`config.mk`:
```
export PLATFORM = sky130hd
export DESIGN_NAME = xor_descrambler
export DESIGN_NICKNAME = d
export VERILOG_FILES = /design/src/rtl/xor_descrambler_pkg.sv /design/src/rtl/xor_descrambler_prbs7_step3.sv /design/src/rtl/xor_descrambler.sv
export SDC_FILE = /design/constraint.sdc
export NUM_CORES = 1
export LEC_CHECK = 0
export ABC_AREA = 1
export CAP_MARGIN = 40
export CORE_AREA = 2 2 58 60
export DETAILED_ROUTE_END_ITERATION = 8
export DIE_AREA = 0 0 60 62
export SETUP_SLACK_MARGIN = 0.4
export SLEW_MARGIN = 20
export SYNTH_ARGS = -nofsm -noshare
export SYNTH_HDL_FRONTEND = slang
export SYNTH_SLANG_ARGS = --single-unit
```
`constraint.sdc`:
```
create_clock -name clk -period 1.65 [get_ports clk]
set_clock_uncertainty 0.05 [all_clocks]
set_input_delay 0.33 -clock clk [delete_from_list [all_inputs] [get_ports clk]]
set_output_delay 0.33 -clock clk [all_outputs]
set_load 0.005 [all_outputs]
```
`src/rtl/xor_descrambler_pkg.sv`:
```
// Shared definitions for the PRBS7 XOR scrambler/descrambler path:
// polynomial taps, datapath widths and FSM state encoding.
package xor_descrambler_pkg;

  localparam int unsigned LFSR_W = 7;
  localparam int unsigned SYM_W  = 3;
  localparam int unsigned DROP_W = 8;

  // x^7 + x^6 + 1 expressed as zero-based register taps
  localparam int unsigned TAP_HI = 6;
  localparam int unsigned TAP_LO = 5;

  typedef enum logic {
    IDLE = 1'b0,
    RUN  = 1'b1
  } state_t;

  typedef logic [LFSR_W-1:0] lfsr_t;
  typedef logic [SYM_W-1:0]  sym_t;
  typedef logic [DROP_W-1:0] drop_t;

  function automatic logic lfsr_fb(input lfsr_t s);
    return s[TAP_HI] ^ s[TAP_LO];
  endfunction

  function automatic lfsr_t lfsr_step(input lfsr_t s);
    return {s[LFSR_W-2:0], lfsr_fb(s)};
  endfunction

endpackage

```
`src/rtl/xor_descrambler_prbs7_step3.sv`:
```
// Advances a PRBS7 state by one symbol's worth of steps, returning the
// feedback bits as keystream (k[0] = first step) and the advanced state.
module prbs7_step3
  import xor_descrambler_pkg::*;
(
  input  logic [6:0] s,
  output logic [2:0] k,
  output logic [6:0] s_next
);

  lfsr_t cur;

  always_comb begin
    cur = s;
    k   = '0;
    for (int unsigned i = 0; i < SYM_W; i++) begin
      k[i] = lfsr_fb(cur);
      cur  = lfsr_step(cur);
    end
    s_next = cur;
  end

endmodule

```
`src/rtl/xor_descrambler.sv`:
```
// Receive-side PRBS7 descrambler: reseeds on start-of-frame, strips the
// keystream from each in-frame symbol and counts out-of-frame drops.
module xor_descrambler
  import xor_descrambler_pkg::*;
#(
  parameter logic [6:0] SEED = 7'h7F
) (
  input  logic       clk,
  input  logic       rst_n,
  input  logic       in_valid,
  output logic       in_ready,
  input  logic [2:0] in_data,
  input  logic       in_sof,
  input  logic       in_eof,
  output logic       out_valid,
  input  logic       out_ready,
  output logic [2:0] out_data,
  output logic       out_sof,
  output logic       out_eof,
  output logic       locked,
  output logic [7:0] drop_cnt
);

  state_t state;
  lfsr_t  lfsr;
  lfsr_t  step_src;
  lfsr_t  step_next;
  sym_t   key;
  logic   accept;
  logic   forward;
  logic   drop;

  assign in_ready = !out_valid || out_ready;
  assign accept   = in_valid && in_ready;
  assign forward  = accept && (in_sof || (state == RUN));
  assign drop     = accept && !in_sof && (state == IDLE);
  assign locked   = (state == RUN);

  // A start-of-frame symbol draws its keystream from SEED, not the live state
  assign step_src = in_sof ? SEED : lfsr;

  prbs7_step3 u_step (
    .s      (step_src),
    .k      (key),
    .s_next (step_next)
  );

  always_ff @(posedge clk or negedge rst_n) begin
    if (!rst_n) begin
      state     <= IDLE;
      lfsr      <= SEED;
      out_valid <= 1'b0;
      out_data  <= '0;
      out_sof   <= 1'b0;
      out_eof   <= 1'b0;
    end else begin
      if (forward) begin
        lfsr      <= step_next;
        out_valid <= 1'b1;
        out_data  <= in_data ^ key;
        out_sof   <= in_sof;
        out_eof   <= in_eof;
        state     <= in_eof ? IDLE : RUN;
      end else if (out_ready) begin
        out_valid <= 1'b0;
      end
    end
  end

  always_ff @(posedge clk or negedge rst_n) begin
    if (!rst_n) begin
      drop_cnt <= '0;
    end else if (drop && (drop_cnt != '1)) begin
      drop_cnt <= drop_cnt + 8'd1;
    end
  end

  seed_nonzero: assert property (@(posedge clk) SEED != '0)
    else $error("xor_descrambler: SEED must be nonzero");

endmodule

```
; ---- Word-level counts from Yosys, hierarchy flattened
; Index checks and enable logic that the tools add are counted.
[totals]
regBits = 22
input_bits = 9
word_cells = 28
[classes]
reduce_logical = 10
muxes = 4
add_sub_neg = 1
bitwise = 5
eq_ne = 1
[ops]
columns = operator, n
row1 = adder 8 x 1 -> 8 bit (second input constant), 1
row2 = inequality test 8 bit (second input constant), 1
row3 = 2-to-1 mux 7 bit, 1
row4 = logical AND 1 bit, 5
row5 = 2-to-1 mux 1 bit, 3
row6 = XOR 1 bit, 3
row7 = XOR 3 bit, 1
row8 = zero test 1 bit, 2
row9 = logical OR 1 bit, 2
row10 = nonzero test 2 bit, 1
row11 = NOT 1 bit, 1

; ---- Depth between registers and ports, before layout
; Gate-level depths: netlist of the first run.
[logic_depth]
depth_word = 6
depth_mapped = 8
mapped_depth_nobuf = 7

; ---- Hierarchy
; A second synthesis of the first run with hierarchy kept.
[hier_totals]
hier_cells = 160
hier_area_um2 = 1234.9
[modules_own_cells]
columns = module, area_each_um2, cells_per_inst, instances
row1 = xor_descrambler, 1133.6, 140, 1
row2 = prbs7_step3, 101.3, 20, 1

; ---- Least setup slack after synthesis of the first run
; OpenSTA, ideal clock, no wires.
[synth_timing]
kind = register -> register
from = register drop_cnt[0]
to = register drop_cnt[7]
setup_slack_ns = 0.414
required_ns = 1.484
n_path_buf = 0
period_less_slack_ns = 1.236
path_stages_with_launch = 7
arrival_ns = 1.070
cell_sequence = dfrtp_1 ha_1 nand3_1 nor2_1 nor2_4 nand2_1 nand2_1
[synth_between]
elab_chain_cells = 2
word_cells_on_any_way = 3
[synth_lines]
columns = item, line_no
row1 = start: declaration, xor_descrambler.sv:21  ; output logic [7:0] drop_cnt
row2 = start signal: assignment, xor_descrambler.sv:74  ; drop_cnt <= drop_cnt + 8'd1;
row3 = branches (longest 2 deep; another with adder 8 x 1 -> 8 bit), n/a
; Several ways; the timed one is not identified.
; A chain may end at the register's enable or synchronous reset.

; ---- Final worst setup path of the first run
[layout_timing]
from = register out_valid
to = output in_ready
[layout_between]
elab_chain_cells = 2
[layout_lines]
columns = item, line_no
row1 = start: declaration, xor_descrambler.sv:15  ; output logic out_valid,
row2 = start signal: assignment, xor_descrambler.sv:52  ; out_valid <= 1'b0;
row3 = start signal: assignment, xor_descrambler.sv:59  ; out_valid <= 1'b1;
row4 = start signal: assignment, xor_descrambler.sv:65  ; out_valid <= 1'b0;
row5 = zero test 1 bit, xor_descrambler.sv:33  ; assign in_ready = !out_valid || out_ready;
row6 = logical OR 1 bit, xor_descrambler.sv:33
row7 = end: declaration, xor_descrambler.sv:11  ; output logic in_ready,
; No other way between the ends.

==> metrics.md, run 1 <==
| Metric | Value |
|---|---|
| Register clock-pin slew on the reported worst setup and hold paths | `120 ps` |
| Final worst-path cycle share | `0.8172` |
| List of most frequent post-synthesis cells | `sky130_fd_sc_hd__nand2_1 (56), sky130_fd_sc_hd__inv_1 (17), sky130_fd_sc_hd__dfrtp_1 (15)` |
| Post-synth net total | `158` |
| TritonCTS clock tree | `yes` |
| Leakage | `0.8871 nW` |
| Post-route ant nets | `0` |
| Number of library cell types mapped by synthesis | `20` |
| Outcome | `finished clean` |
| Total power density per cell area | `1091 nW/µm²` |
| Count of max-cap constraint violations | `0` |
| Arrival time reported for the critical path endpoint | `970 ps` |
| Clock period minus final worst setup slack | `1348 ps` |
| Largest net degree at the start of global routing | `23` |
| Maximum number of buffers from clock root to sink | `2` |
| Max incr delay on CP | `410 ps` |
| GR Layer Usage met3 | `0.02070` |
| Endpoint class of the critical path | `output pin` |
| Via count of the first global-routing pass | `1167` |
| Row cnt | `21` |
| Chip Width | `60 µm` |
| CTS H-tree depth | `1` |
| Post-DR vias/cell | `between 4 and 5` |
| Met1 routing resource usage after global routing | `0.1946` |
| Crit Reg-Reg Startpoint | `out_valid` |
| Most common cell on crit path | `sky130_fd_sc_hd__buf_6` |
| Path type of the worst setup path | `flip-flop to output pin` |
| Total power draw | `roughly 0.0019 W` |
| Number of antenna violations at the first check in global routing | `0` |
| Util after Layout | `0.5600` |
| Normalized max-slew margin | `0.8054` |
| Finished Layout Cells | `249` |
| Placed Instance Area | `1504 µm²` |
| Sequential share of the synthesized area | `0.4755` |
| Ports placed on the boundary | `25` |
| Measured slew at the worst slew-check pin | `between 200 and 300 ps` |
| Library cell used as clock root buffer | `sky130_fd_sc_hd__clkbuf_4` |
| Synth Instances | `148` |
| Dominant delay contributor by cell family on the critical path | `flip-flops` |
| Final RePlAce weighted congestion | `0.8325` |
| Max Clk Rate | `roughly 740 MHz` |
| Number of hold-slack violations in the final timing report | `0` |
| Half-perimeter wire length after placement | `1.823 mm` |
| Share of cells above drive strength 1 | `0.4236` |
| Net count of the finished layout | `214` |
| Cell types with the largest area share after synthesis | `sky130_fd_sc_hd__dfrtp_1 (32%), sky130_fd_sc_hd__nand2_1 (18%), sky130_fd_sc_hd__dfstp_2 (16%)` |
| Post-synth EDFFs | `0` |
| Floorplan die height | `between 60 and 70 µm` |
| Buffers on Ports | `24` |
| Launching element type of the critical path | `flip-flop` |
| Library cell contributing the largest single delay on the critical path | `sky130_fd_sc_hd__dfrtp_1` |
| CTS Hold Buffers Added | `0` |
| Sum of overflow across all layers after global routing | `0` |
| Worst-Skew Late Latency | `300 ps` |
| Mapped Area | `1176 µm²` |
| Total global-route track usage | `0.1752` |
| Flip-flop and latch count after synthesis | `22` |
| Core Region | `about 3200 µm²` |
| Die area | `~3700 µm²` |
| WL/cell | `11.45 µm` |
| Number of remaining DRC errors | `0` |
| Total number of vias | `1121` |
| WP data required | `between 1000 and 1500 ps` |
| Worst hold path class | `primary input to async pin` |
| Top cell type's share of synthesized area | `0.3191` |
| Count of warnings emitted by yosys | `0` |
| Antenna diodes | `0` |
| Clock Sink Count | `22` |
| Post-Layout Inst Area | `1780 µm²` |
| Most frequent cell after synthesis | `sky130_fd_sc_hd__nand2_1` |
| Total Routed Length | `2.851 mm` |
| Global-route wire length before repair | `4.836 mm` |
| TritonCTS Buffers | `3` |
| Maximum fanout count along the critical path | `2` |
| Setup-violating endpoint count in the final report | `0` |
| 1st-pass router iterations | `4` |
| # placed instances | `223` |
| Worst path buffer plus inverter count | `2` |
| Prevailing post-synth register cell | `sky130_fd_sc_hd__dfrtp_1` |
| Synth async-reset ratio | `1.000` |
| Critical path cell sequence | `buf_6 > nand2_4 > buf_6` |
| Biggest area consumer among synthesized cells | `sky130_fd_sc_hd__dfrtp_1` |
| Worst setup path startpoint | `out_valid` |
| Avg Cell Area, Syn | `about 8 µm²` |
| RSZ-0062 raised after global routing | `yes` |
| Starting DRC count in detailed routing | `49` |
| Worst vdd ir | `0.5063 mV` |
| Met2 global-route usage | `0.3307` |
| Total count of max-transition violations in the final report | `0` |
| Area growth from synthesis to final layout | `51.38%` |
| Initial cell density of the core | `0.3699` |
| Most Crowded Layer GR | `met2` |
## layout make-up
cell class	instances	area [µm²]
fillers	302	1399
multi-input cells	106	613.1
flip-flops and latches	22	560.5
repair buffers	52	441.7
inverters	18	72.57
well taps	46	57.56
clock buffers	4	26.28
repair inverters	1	8.758
## final timing paths
path                       slack, ps           to  depth (start not counted)
max                              300     in_ready                          3
min                              320  drop_cnt[2]                          2
max reg2reg                      310      lfsr[6]                          9
min reg2reg                      440      lfsr[0]                          2
max in group asynchronous        950      lfsr[0]                          2
min in group clk                 440      lfsr[0]                          2
## layout by cell type, fill, tap and decap left out
cell type                         instances
sky130_fd_sc_hd__buf_12                   2
sky130_fd_sc_hd__buf_2                   13
sky130_fd_sc_hd__buf_4                   19
sky130_fd_sc_hd__buf_6                    9
sky130_fd_sc_hd__buf_8                    1
sky130_fd_sc_hd__clkbuf_1                 1
sky130_fd_sc_hd__clkbuf_4                 3
sky130_fd_sc_hd__clkdlybuf4s50_1          6
sky130_fd_sc_hd__dfrtp_1                 14
sky130_fd_sc_hd__dfrtp_2                  1
sky130_fd_sc_hd__dfstp_2                  7
sky130_fd_sc_hd__dlygate4sd2_1            2
sky130_fd_sc_hd__ha_4                     1
sky130_fd_sc_hd__inv_1                   14
sky130_fd_sc_hd__inv_2                    3
sky130_fd_sc_hd__inv_6                    2
sky130_fd_sc_hd__nand2_1                 52
sky130_fd_sc_hd__nand2_2                  5
sky130_fd_sc_hd__nand2_4                  3
sky130_fd_sc_hd__nand3_1                  6
sky130_fd_sc_hd__nand3_2                  4
sky130_fd_sc_hd__nand3_4                  2
sky130_fd_sc_hd__nand4_1                  4
sky130_fd_sc_hd__nor2_1                   6
sky130_fd_sc_hd__nor2_2                   2
sky130_fd_sc_hd__nor2_4                   4
sky130_fd_sc_hd__o21a_1                   1
sky130_fd_sc_hd__o21ai_0                  1
sky130_fd_sc_hd__o21ai_1                  7
sky130_fd_sc_hd__o21ai_2                  5
sky130_fd_sc_hd__xnor2_1                  2
sky130_fd_sc_hd__xor2_1                   1
## repair_timing
item / CTS / global route
endpoints found under the setup margin: 36 / 32
cloned: 1 / 0
setup buffers: 20 / 1
gates resized for setup: 102 / 10
pin swaps: 16 / 9
## sequential cells by signal, indices dropped and copies added (netlist names)
name and flops:
drop_cnt 8, lfsr 7, locked 1, out_data 3
out_eof 1, out_sof 1, out_valid 1
## cells by family (layout without fill, tap and decap cells)
group | after synthesis | count (layout) | share of synthesized area
AO/OA/AOI/OAI | 14 | 14 | 0.07446
XOR/XNOR | 3 | 3 | 0.02234
adder cells (fa/ha/maj) | 1 | 1 | 0.01064
buffers and inverters | 20 | 75 | 0.07659
flip-flops | 22 | 22 | 0.4755
AND/OR/NAND/NOR | 88 | 88 | 0.3404
## routing by layer
metal / part of all wire / up-vias
li1: - / 574
met1: 0.41 / 519
met2: 0.53 / 24
met3: 0.039 / 4
met4: 0.013 / 0
met5: 0 / -
## stage by stage
stage          TNS [ps]  worst slack (ps)  hold slack (ps)
2_1_floorplan         0             413.8           -15.59
3_3_place_gp     -703.4            -107.8            413.1
3_5_place_dp      -1046            -118.0            416.1
4_1_cts               0             283.0            318.1
5_1_grt               0             204.6            334.2
6_report              0             301.6            316.5
## power by group
group | internal, W | switching (W) | leakage [nW]
Clock | 0.0000942 | 0.000162 | 0.0150
Combinational | 0.000465 | 0.000416 | 0.609
Sequential | 0.000714 | 0.0000915 | 0.263
Power figures use the tool's default switching activity.
==> inputs of run 2 (changes only) <==
PLACE_DENSITY = 0.65   (was not set)
clock period = 1.1 ns   (was 1.65 ns; I/O delays follow)
==> run 2 against run 1 <==
Compared with the run above:
- the flow now finishes with violations (setup timing)
- worst setup slack worse by 450 ps
- via count up 1.6%
- clock power up 59%
- non-clock buffer count up 4
- register-to-register slack worse by 460 ps
- clock-buffer cell count unchanged
- cell count up 1.2%
- first-iteration DRC count down 22%
- global-route usage down 1.0 points
- die area unchanged
- total power up 51%
- combinational power up 50%
- critical endpoint is now drop_cnt[0]
- largest cell class unchanged
==> metrics.md, run 2 (synthesized netlist as in run 1, its figures left out) <==
| Metric | Value |
|---|---|
| Total internal power | `0.001899 W (was 0.001273 W)` |
| Path type of the worst setup path | `flip-flop to output pin (unchanged)` |
| Worst hold path class | `primary input to async pin (unchanged)` |
| Violated checks | `setup timing` |
| Total number of vias | `1139 (was 1121)` |
| Post-route ant nets | `0 (unchanged)` |
| Switching fraction of total power | `0.3512 (was 0.3445)` |
| Commonest cells after routing, fill and taps aside | `sky130_fd_sc_hd__nand2_1 (49), sky130_fd_sc_hd__buf_4 (25), sky130_fd_sc_hd__dfrtp_1 (15), sky130_fd_sc_hd__buf_2 (15), sky130_fd_sc_hd__inv_1 (14) (was sky130_fd_sc_hd__nand2_1 (52), sky130_fd_sc_hd__buf_4 (19), sky130_fd_sc_hd__inv_1 (14), sky130_fd_sc_hd__dfrtp_1 (14), sky130_fd_sc_hd__buf_2 (13))` |
| Normalized max-slew margin | `0.8143 (was 0.8054)` |
| Setup-violating endpoint count in the final report | `35 (was 0)` |
| Most common library cell in the layout ignoring fill and taps | `sky130_fd_sc_hd__nand2_1 (unchanged)` |
| Chip Width | `60 µm (unchanged)` |
| WL/cell | `10.57 µm (was 11.45 µm)` |
| Worst setup path startpoint | `drop_cnt[0] (was out_valid)` |
| Post-DR vias/cell | `4.520 (was 4.502)` |
| Register clock-pin slew on the reported worst setup and hold paths | `130 ps (was 120 ps)` |
| # placed instances | `231 (was 223)` |
| Part of the power in combinational logic | `0.452 (was 0.454)` |
| Initial cell density of the core | `0.3699 (unchanged)` |
| Total Routed Length | `2.664 mm (was 2.851 mm)` |
| Number of hold-slack violations in the final timing report | `0 (unchanged)` |
| Largest net degree at the start of global routing | `23 (unchanged)` |
| Ports placed on the boundary | `25 (unchanged)` |
| Biggest regs | `drop_cnt x8, lfsr x7, out_data x3 (unchanged)` |
| Proportion of power drawn by the clock network | `0.139 (was 0.132)` |
| Area growth from synthesis to final layout | `54.04% (was 51.38%)` |
| Worst vdd ir | `0.7681 mV (was 0.5063 mV)` |
| Total global-route track usage | `0.1651 (was 0.1752)` |
| Placed Instance Area | `1604 µm² (was 1504 µm²)` |
| WP data required | `830 ps (was 1270 ps)` |
| Final RePlAce weighted congestion | `0.8049 (was 0.8325)` |
| Final worst slack | `-150.9 ps (was 301.6 ps)` |
| TritonCTS Buffers | `3 (unchanged)` |
| Total count of max-transition violations in the final report | `0 (unchanged)` |
| Count of max-cap constraint violations | `0 (unchanged)` |
| Arrival time reported for the critical path endpoint | `980 ps (was 970 ps)` |
| 1st-pass router iterations | `4 (unchanged)` |
| Measured slew at the worst slew-check pin | `278.1 ps (was 291.9 ps)` |
| Buffers on Ports | `24 (unchanged)` |
| Total power draw | `0.002927 W (was 0.001943 W)` |
| NetSw | `0.001028 W (was 0.0006693 W)` |
| Worst-Skew Late Latency | `310 ps (was 300 ps)` |
| Worst setup slack after placement | `-485.8 ps (was -118.0 ps)` |
| Sum of overflow across all layers after global routing | `0 (unchanged)` |
| Crit Reg-Reg Startpoint | `drop_cnt[0] (was out_valid)` |
| Via count of the first global-routing pass | `1106 (was 1167)` |
| Maximum fanout count along the critical path | `2 (unchanged)` |
| Number of flip-flops in the largest register | `8 (unchanged)` |
| Endpoint class of the critical path | `output pin (unchanged)` |
| Maximum number of buffers from clock root to sink | `2 (unchanged)` |
| Core Region | `3179 µm² (unchanged)` |
| Starting DRC count in detailed routing | `38 (was 49)` |
| Library cell used as clock root buffer | `sky130_fd_sc_hd__clkbuf_4 (unchanged)` |
| Number of antenna violations at the first check in global routing | `0 (unchanged)` |
| Half-perimeter wire length after placement | `1.826 mm (was 1.823 mm)` |
| Post-Layout Inst Area | `1812 µm² (was 1780 µm²)` |
| Clock Sink Count | `22 (unchanged)` |
| TritonCTS clock tree | `yes (unchanged)` |
| Launching element type of the critical path | `flip-flop (unchanged)` |
| Outcome | `finished with violations (was finished clean)` |
| Min Hold Slack | `177.7 ps (was 316.5 ps)` |
| CTS H-tree depth | `1 (unchanged)` |
| Max Clk Rate | `799.4 MHz` |
| Net count of the finished layout | `217 (was 214)` |
| Row cnt | `21 (unchanged)` |
| Register with the highest flop count | `drop_cnt (unchanged)` |
| Die area | `3720 µm² (unchanged)` |
| Clock period minus final worst setup slack | `roughly 1300 ps` |
| Global-route wire length before repair | `4.629 mm (was 4.836 mm)` |
| Number of remaining DRC errors | `0 (unchanged)` |
| Share of cells above drive strength 1 | `0.4757 (was 0.4236)` |
| Antenna diodes | `0 (unchanged)` |
| Register share of total power | `0.409 (was 0.415)` |
| Finished Layout Cells | `252 (was 249)` |
| Total power density per cell area | `1615 nW/µm² (was 1091 nW/µm²)` |
| Leakage | `0.9220 nW (was 0.8871 nW)` |
| RSZ-0062 raised after global routing | `yes (unchanged)` |
| Final worst-path cycle share | `1.137` |
| Floorplan die height | `62 µm (unchanged)` |
| Filler cell count in the final layout | `289 (was 302)` |
[run 2: final timing paths]
kind | endpoint | slack [ps] | cells past startpoint
hold reg to reg | out_data[1] | 440 | 2
max in group asynchronous | lfsr[2] | 600 | 2
min in group clk | lfsr[3] | 260 | 3
hold / removal | drop_cnt[6] | 180 | 2
setup reg to reg | drop_cnt[2] | -150 | 7
setup / recovery | drop_cnt[0] | -150 | 2
[run 2: final cells by class]
type	count	area (µm²)	share of cell area
Timing Repair Buffer	56	442.9	0.2445
Inverter	18	72.57	0.04006
Multi-Input combinational cell	106	653.1	0.3605
Tap cell	46	57.56	0.03177
Sequential cell	22	559.3	0.3087
Clock buffer	4	26.28	0.01450
[run 2: timing repair]
item,in CTS,in global routing
setup buffers,14,2
pin swaps,21,11
cloned,1,0
endpoints found under the setup margin,38,38
resized for setup,86,16
hold buffers,0,0
[run 2: through the flow]
step | utilization | TNS (ps)
after CTS | 0.5498 | -2738
after global placement | 0.5045 | -9270
after detailed placement | 0.5045 | -9596
after global routing | 0.5699 | -4333
final | 0.5699 | -2326
after floorplan | - | -529.9
[run 2: per-layer routing]
| metal | up-vias | track usage | part of all wire |
|---|---|---|---|
| met4 | 0 | 0.07619 | 0.0090 |
| met1 | 534 | 0.1920 | 0.44 |
| met5 | - | 0 | 0 |
| met3 | 4 | 0.01863 | 0.029 |
| li1 | 585 | - | - |
| met2 | 16 | 0.3043 | 0.52 |
[run 2: worst max-delay path, stage by stage (launching register included)]
cell                      delay (ps)
sky130_fd_sc_hd__dfrtp_1         420
sky130_fd_sc_hd__buf_4           140
sky130_fd_sc_hd__buf_2           120
[run 2: power by group through the flow]
stage	clock network, W	registers (W)	logic [W]
3_3_place_gp	0	0.00123	0.00103
4_1_cts	0.000419	0.00120	0.00124
5_1_grt	0.000447	0.00122	0.00148
3_5_place_dp	0	0.00123	0.00105
6_report	0.000408	0.00120	0.00132
2_1_floorplan	0	0.00126	0.000472
==> inputs of run 3 (changes only) <==
CORE_AREA = 2 2 55 57   (was 2 2 58 60)
DIE_AREA = 0 0 57 59   (was 0 0 60 62)
PLACE_DENSITY = 0.71   (was 0.65)
SLEW_MARGIN = not set   (was 20)
==> run 3 against run 2 <==
Compared with the run above:
- the flow still finishes with violations (setup timing)
- sequential power barely moved
- worst setup slack worse by 90 ps
- clock power is 12% higher
- clock-buffer cell count stayed put
- sequential cell count unchanged
- utilization increased by 9.2 points
- register-to-register slack worse by 90 ps
- largest cell class unchanged
==> metrics.md, run 3 (synthesized netlist as in run 1, its figures left out) <==
| Metric | Value |
|---|---|
| Outcome | `finished with violations (unchanged)` |
| Violated checks | `setup timing (unchanged)` |
| Total power density per cell area | `1688 nW/µm² (was 1615 nW/µm²)` |
| Floorplan die height | `59 µm (was 62 µm)` |
| TritonCTS Buffers | `3 (unchanged)` |
| Worst vdd ir | `1.427 mV (was 0.7681 mV)` |
| Internal reg-to-reg setup slack | `-240 ps (was -150 ps)` |
| Normalized max-slew margin | `0.8597 (was 0.8143)` |
| Total number of vias | `1159 (was 1139)` |
| Endpoint class of the critical path | `flip-flop (was output pin)` |
| 1st-pass router iterations | `4 (unchanged)` |
| Clock period minus final worst setup slack | `1341 ps (was 1251 ps)` |
| Initial cell density of the core | `0.4340 (was 0.3699)` |
| Starting DRC count in detailed routing | `8 (was 38)` |
| Maximum fanout count along the critical path | `4 (was 2)` |
| Arrival time reported for the critical path endpoint | `1500 ps (was 980 ps)` |
| Count of max-cap constraint violations | `0 (unchanged)` |
| TritonCTS clock tree | `yes (unchanged)` |
| Share of cells above drive strength 1 | `0.4190 (was 0.4757)` |
| Biggest regs | `drop_cnt x8, lfsr x7, out_data x3 (unchanged)` |
| Chip Width | `57 µm (was 60 µm)` |
| Register with the highest flop count | `drop_cnt (unchanged)` |
| CTS Hold Buffers Added | `0 (unchanged)` |
| Clock Sink Count | `22 (unchanged)` |
| Total global-route track usage | `0.1844 (was 0.1651)` |
| Net count of the finished layout | `221 (was 217)` |
| Area growth from synthesis to final layout | `52.55% (was 54.04%)` |
| Placed Instance Area | `1600 µm² (was 1604 µm²)` |
| Global-route wire length before repair | `4.850 mm (was 4.629 mm)` |
| Ports placed on the boundary | `25 (unchanged)` |
| Antenna diodes | `0 (unchanged)` |
| Total Routed Length | `2.747 mm (was 2.664 mm)` |
| Final worst-path cycle share | `1.219 (was 1.137)` |
| Measured slew at the worst slew-check pin | `210.3 ps (was 278.1 ps)` |
| Number of antenna violations at the first check in global routing | `0 (unchanged)` |
| Worst hold path class | `primary input to async pin (unchanged)` |
| Via count of the first global-routing pass | `1190 (was 1106)` |
| RSZ-0062 raised after global routing | `yes (unchanged)` |
| Worst setup slack after placement | `-484.1 ps (was -485.8 ps)` |
| # placed instances | `218 (was 231)` |
| Setup-violating endpoint count in the final report | `32 (was 35)` |
| Total count of max-transition violations in the final report | `0 (unchanged)` |
| Worst-Skew Late Latency | `310 ps (about the same)` |
| Post-route ant nets | `0 (unchanged)` |
| R2r worst-path depth | `8 (was 7)` |
| Most common library cell in the layout ignoring fill and taps | `sky130_fd_sc_hd__nand2_1 (unchanged)` |
| WP data required | `1260 ps (was 830 ps)` |
| Max incr delay on CP | `410 ps (was 420 ps)` |
| WL/cell | `11.40 µm (was 10.57 µm)` |
| Post-Layout Inst Area | `1794 µm² (was 1812 µm²)` |
| Core Region | `2710 µm² (was 3179 µm²)` |
| Final RePlAce weighted congestion | `0.7459 (was 0.8049)` |
| Buffers on Ports | `24 (unchanged)` |
| Largest net degree at the start of global routing | `23 (unchanged)` |
| Maximum number of buffers from clock root to sink | `2 (unchanged)` |
| Leakage | `0.9298 nW (was 0.9220 nW)` |
| Library cell contributing the largest single delay on the critical path | `sky130_fd_sc_hd__dfrtp_1 (unchanged)` |
| Library cell used as clock root buffer | `sky130_fd_sc_hd__clkbuf_4 (unchanged)` |
| Launching element type of the critical path | `flip-flop (unchanged)` |
| Number of remaining DRC errors | `0 (unchanged)` |
| Setup TNS | `-4838 ps (was -2326 ps)` |
| CTS H-tree depth | `1 (unchanged)` |
| FF-to-FF End | `out_eof (was drop_cnt[2])` |
| Number of flip-flops in the largest register | `8 (unchanged)` |
| Half-perimeter wire length after placement | `1.879 mm (was 1.826 mm)` |
| Critical path cell sequence | `buf_6 > nand2_4 > buf_6 > nand2_4 > nor2_4 > buf_6 > nand2_4 > o21a_1 (was buf_4 > buf_2)` |
| Final worst slack | `-241.3 ps (was -150.9 ps)` |
| Post-DR vias/cell | `4.809 (was 4.520)` |
| Finished Layout Cells | `241 (was 252)` |
| Max Clk Rate | `745.6 MHz (was 799.4 MHz)` |
| Crit Reg-Reg Startpoint | `out_valid (was drop_cnt[0])` |
| Register clock-pin slew on the reported worst setup and hold paths | `130 ps (about the same)` |
| Die area | `3363 µm² (was 3720 µm²)` |
| Number of hold-slack violations in the final timing report | `0 (unchanged)` |
| Sum of overflow across all layers after global routing | `0 (unchanged)` |
| Commonest cells after routing, fill and taps aside | `sky130_fd_sc_hd__nand2_1 (52), sky130_fd_sc_hd__buf_4 (28), sky130_fd_sc_hd__inv_1 (15), sky130_fd_sc_hd__dfrtp_1 (15), sky130_fd_sc_hd__buf_2 (13) (was sky130_fd_sc_hd__nand2_1 (49), sky130_fd_sc_hd__buf_4 (25), sky130_fd_sc_hd__dfrtp_1 (15), sky130_fd_sc_hd__buf_2 (15), sky130_fd_sc_hd__inv_1 (14))` |
| Row cnt | `19 (was 21)` |
| Path type of the worst setup path | `flip-flop to flip-flop (was flip-flop to output pin)` |
[run 3: what timing repair did]
item                       4_1_cts  5_1_grt
setup endpoints to repair       38       38
hold endpoints to repair         0        0
pin swaps                        9        5
setup buffers                   15        4
resized for setup               70       13
[run 3: how the worst max path moves through the flow]
stage	end	start
after CTS	lfsr[4]	out_valid
after global routing	out_data[2]	out_valid
after floorplan	drop_cnt[7]	drop_cnt[1]
after global placement	in_ready	out_ready
final	out_eof	out_valid
after detailed placement	in_ready	out_ready
[run 3: where the power goes]
group	internal (W)	switching, W	leakage (nW)
registers	0.00107	0.000122	0.264
logic	0.000747	0.000634	0.645
clock network	0.000202	0.000256	0.0210
total	0.00202	0.00101	0.930
[run 3: area by class of cell]
cell class,instances,area (µm²)
fillers,241,915.9
multi-input cells,106,604.3
flip-flops and latches,22,559.3
repair buffers,60,485.5
inverters,18,70.07
well taps,31,38.79
clock buffers,4,36.28
[run 3: metrics by stage]
| step | total power, W | hold slack [ps] | util |
|---|---|---|---|
| 3_5_place_dp | 0.002308 | 408.5 | 0.5905 |
| 5_1_grt | 0.003258 | 196.8 | 0.6621 |
| 2_1_floorplan | 0.001732 | -125.6 | - |
| 6_report | 0.003028 | 192.1 | 0.6621 |
| 3_3_place_gp | 0.002269 | 408.9 | 0.5905 |
| 4_1_cts | 0.002884 | 187.5 | 0.6334 |
[run 3: layer usage]
| layer | up-vias | global-route usage | routed length (µm) |
|---|---|---|---|
| met1 | 547 | 0.2011 | 1093 |
| li1 | 588 | - | - |
| met3 | 4 | 0.02838 | 108 |
| met2 | 20 | 0.3498 | 1524 |
| met5 | - | 0 | 0 |
| met4 | 0 | 0.08638 | 21 |
[run 3: worst max-delay path, delay by kind of cell (launching register included)]
kind	cells	cell delay [ps]
compound gates	1	90
buf+inv	3	360
flops	1	410
simple gates	4	340
